File: src/rtl/bit_serializer.sv
// Parallel-to-serial shifter with a ready/valid load port and a shift enable.
// Define BIT_SERIALIZER_LSB_FIRST_EN to shift LSB first (the default is MSB first).
module bit_serializer #(
   parameter int   WIDTH    = 8,
   parameter logic IDLE_BIT = 1'b1
) (
   input  logic             clk,
   input  logic             rst,
   input  logic [WIDTH-1:0] data_in,
   input  logic             load_valid,
   output logic             load_ready,
   input  logic             shift_en,
   output logic             dout,
   output logic             dout_valid,
   output logic             last,
   output logic             busy
);

   localparam int CW = (WIDTH > 1) ? $clog2(WIDTH) : 1;
   localparam logic [CW-1:0] LAST_IDX = CW'(WIDTH - 1);
   localparam logic [CW-1:0] PEN_IDX  = CW'(WIDTH - 2);

   localparam logic [0:0] S_IDLE  = 1'b0;
   localparam logic [0:0] S_SHIFT = 1'b1;

   generate
      if (WIDTH < 2 || WIDTH > 32) begin : g_bad_width
         $error("bit_serializer: WIDTH must be in 2..32");
      end
   endgenerate

   logic [0:0]       state;
   logic [CW-1:0]    bit_cnt;
   logic [WIDTH-1:0] shift_reg;

   logic             accept;
   logic             advance;
   logic             finish;
   logic             first_bit;
   logic             next_bit;
   logic [WIDTH-1:0] load_rest;
   logic [WIDTH-1:0] shift_rest;

   // The first bit goes straight to dout on acceptance; shift_reg holds the
   // remaining bits, pre-shifted so the next bit always sits at the exit end.
`ifdef BIT_SERIALIZER_LSB_FIRST_EN
   assign first_bit  = data_in[0];
   assign load_rest  = data_in >> 1;
   assign next_bit   = shift_reg[0];
   assign shift_rest = shift_reg >> 1;
`else
   assign first_bit  = data_in[WIDTH-1];
   assign load_rest  = data_in << 1;
   assign next_bit   = shift_reg[WIDTH-1];
   assign shift_rest = shift_reg << 1;
`endif

   assign load_ready = rst && ((state == S_IDLE) || (last && shift_en));
   assign accept     = load_valid && load_ready;
   assign advance    = (state == S_SHIFT) && shift_en && !last;
   assign finish     = (state == S_SHIFT) && shift_en && last;
   assign busy       = (state == S_SHIFT);

   // A load on the final-bit edge wins over returning to IDLE, giving back-to-back words.
   always_ff @(posedge clk or negedge rst) begin
      if (!rst) begin
         state      <= S_IDLE;
         bit_cnt    <= '0;
         shift_reg  <= '0;
         dout       <= IDLE_BIT;
         dout_valid <= 1'b0;
         last       <= 1'b0;
      end else if (accept) begin
         state      <= S_SHIFT;
         bit_cnt    <= '0;
         shift_reg  <= load_rest;
         dout       <= first_bit;
         dout_valid <= 1'b1;
         last       <= 1'b0;
      end else if (advance) begin
         bit_cnt    <= (bit_cnt == LAST_IDX) ? bit_cnt : bit_cnt + CW'(1);
         shift_reg  <= shift_rest;
         dout       <= next_bit;
         last       <= (bit_cnt == PEN_IDX);
      end else if (finish) begin
         state      <= S_IDLE;
         bit_cnt    <= '0;
         dout       <= IDLE_BIT;
         dout_valid <= 1'b0;
         last       <= 1'b0;
      end
   end

endmodule

File: config.mk
export PLATFORM = sky130hd
export DESIGN_NAME = bit_serializer
export DESIGN_NICKNAME = d
export VERILOG_FILES = /design/src/rtl/bit_serializer.sv
export SDC_FILE = /design/constraint.sdc
export NUM_CORES = 1
export LEC_CHECK = 0
export ABC_CLOCK_PERIOD_IN_PS = 2700
export CORE_MARGIN = 2
export CORE_UTILIZATION = 45
export CTS_CLUSTER_DIAMETER = 30
export DETAILED_ROUTE_END_ITERATION = 10
export GPL_ROUTABILITY_DRIVEN = 0
export GPL_TIMING_DRIVEN = 0
export MAX_ROUTING_LAYER = met4
export PLACE_DENSITY = 0.74
export SLEW_MARGIN = 20
export SYNTH_ARGS = -nofsm -noshare
export SYNTH_HDL_FRONTEND = slang
export SYNTH_SLANG_ARGS = --single-unit
export TNS_END_PERCENT = 20
File: constraint.sdc
create_clock -name clk -period 2.7 [get_ports clk]
set_input_delay 0.27 -clock clk [delete_from_list [all_inputs] [get_ports clk]]
set_output_delay 0.27 -clock clk [all_outputs]
set_load 0.02 [all_outputs]
==> impl_metrics.tcl <==
set metrics [dict create \
    die_w_um 42.6 \
    period_share 0.838 \
    async_reset_ff_frac 1.00 \
    dp_hpwl_um 1000 \
    period_needed_ns 2.26 \
    finalSetupTns_ns 0 \
    routed_wl_um 1370 \
    post_cts_buffers 0 \
    synth_top_area_frac 0.447 \
    grt_overflow 0 \
    powerDensity_nw_per_um2 584 \
    grt_setup_unrepaired "false" \
    htreeDepth 1 \
    synth_nets 75 \
    timing.fmax_mhz 442 \
    path_clk_slew_ns 0.08 \
    avgRoutedWirePerCell_um 14.4 \
    p_leak_nw 0.412 \
    start_util 0.498 \
    drc_errors 0 \
    global_route.usage.met3 0.0690 \
    vias_per_cell 5.79 \
    worstSetupEndpointType "output port" \
    maxCapViolations 0 \
    yosys_most_used_dff "dfrtp_1" \
    clockBufferDepth 2 \
    diodes 0 \
    antenna_left 0 \
    root_buffer "clkbuf_4" \
    antenna_found_initial 0 \
    synth.ff_latch_count 13 \
    setup_violations 0 \
    worst_slew_pin_slew_ns 0.654 \
    drive_gt1_frac 0.125 \
    grt_usage 0.180 \
    grt_first_pass_wirelength_um 2350 \
    drtIter0Drc 6 \
    busiest_layer "met2" \
    grt_max_degree 17 \
    first_global_vias 547 \
    worstSetupPathType "primary input to output port" \
    clk_latency_ns 0.28 \
    io_pins 17 \
    synthCells 60 \
    yosys.cell_types.count 25 \
    syn-cell-area_um2 672 \
    use_met1 0.213 \
    status "finished clean" \
    synth_area_leaders "dfrtp_1 45%, a221o_1 8.9%, ha_1 5.6%, and3_1 4.7%, dfstp_2 3.9%" \
    hold_viol 0 \
    grt_use_met2 0.276 \
    synth-edff-count 0 \
    finalCoreUtilization 0.650 \
    arrival_ns 1.99 \
    worstPathMaxFanout 16 \
    dieArea_um2 1820 \
    design.core.area_um2 1350 \
    area_delta_synth_final_pct 30.5 \
    finalClockSkew_ns 0.00867 \
    synth_commonest_cells "12 x dfrtp_1, 6 x a221o_1, 5 x and3_1, 5 x nand2_1" \
    post-synth-top-count-cell "dfrtp_1" \
    largest_reg_flops 7 \
    worst_setup_path_start_kind "primary input" \
    cts-resized-gates 0 \
    syn_area_per_cell_um2 11.2 \
    maxSlewViolCount 0 \
    cts_tree "built" \
    crit_required_ns 2.43 \
    fp.dieH_um 42.6 \
    drt-pass1-iter-count 4 \
    io_buffers 16 \
    vias 550 \
    holdWs_ns 0.383 \
    slew_headroom 0.563 \
    yosys.area.top_type "dfrtp_1" \
    clock-sinks 13 \
    ys_seq_area_frac 0.486 \
    cts_buffers 3 \
    ir_drop_v 0.000390 \
    p_total_mw 0.513 \
    yosysWarnings 0 \
    design_area_um2 877 \
    nets 96 \
    placed_cell_area_um2 851 \
    rows 13 \
    holdBufCountCts 0 \
    hp-class "primary input to async pin" \
]
==> stage by stage <==
stage               worst slack (ns)  instances
global route                   0.303         95
CTS                            0.415         95
global placement               0.372         91
detailed placement             0.335         91
floorplan                       1.11         60
finish                         0.439         95
==> placed cells by master (no fill, tap or decap), drive strengths merged <==
cell type,n
a21bo,1
a21boi,1
a21oi,1
a221o,6
and2,3
and3,5
and3b,1
buf,2
clkbuf,4
clkdlybuf4s50,16
dfrtp,12
dfstp,1
ha,3
inv,3
mux2,2
mux2i,1
nand2,5
nand3,2
nand3b,1
nor2,3
nor2b,1
o21a,1
o21ai,3
o22ai,1
o32a,1
==> critical path, cell delays in order <==
cell	delay, ns
clkdlybuf4s50_1	0.89
and2_1	0.23
clkdlybuf4s50_1	0.60
==> where the power goes <==
part	switching, mW	internal [mW]	total [mW]
clock network	0.0637	0.0573	0.121
registers	0.0253	0.229	0.254
logic	0.0625	0.0747	0.137
==> worst paths after layout <==
| kind | start | end | cells after the start | slack, ns |
|---|---|---|---|---|
| setup / recovery | rst | load_ready | 3 | 0.44 |
| hold / removal | rst | shift_reg[5] | 1 | 0.38 |
| setup reg to reg | bit_cnt[0] | bit_cnt[0] | 5 | 0.98 |
| hold reg to reg | shift_reg[3] | shift_reg[4] | 1 | 0.51 |
| max in group asynchronous | rst | bit_cnt[0] | 1 | 1.89 |
| min in group clk | shift_reg[3] | shift_reg[4] | 1 | 0.51 |
==> per-layer routing <==
| layer | routed length [um] | vias up |
|---|---|---|
| li1 | - | 262 |
| met1 | 622 | 271 |
| met2 | 651 | 15 |
| met3 | 82 | 2 |
| met4 | 10 | 0 |
| met5 | 0 | - |
==> layout make-up <==
class	instances	area, um^2
Sequential cell	13	327
Buffer	2	18.8
Multi-Input combinational cell	42	315
Inverter	3	11.3
Clock buffer	4	26.3
Tap cell	15	18.8
Fill cell	112	473
Timing Repair Buffer	16	160
==> kinds of logic after synthesis <==
family | after synthesis | share of synthesized area
buffers and inverters | 5 | 0.0447
muxes | 3 | 0.0484
AOI/OAI and AO/OA | 15 | 0.197
and+or+nand+nor | 21 | 0.168
adders and majority gates | 3 | 0.0559
DFF | 13 | 0.486
(Power assumes the default switching activity.)
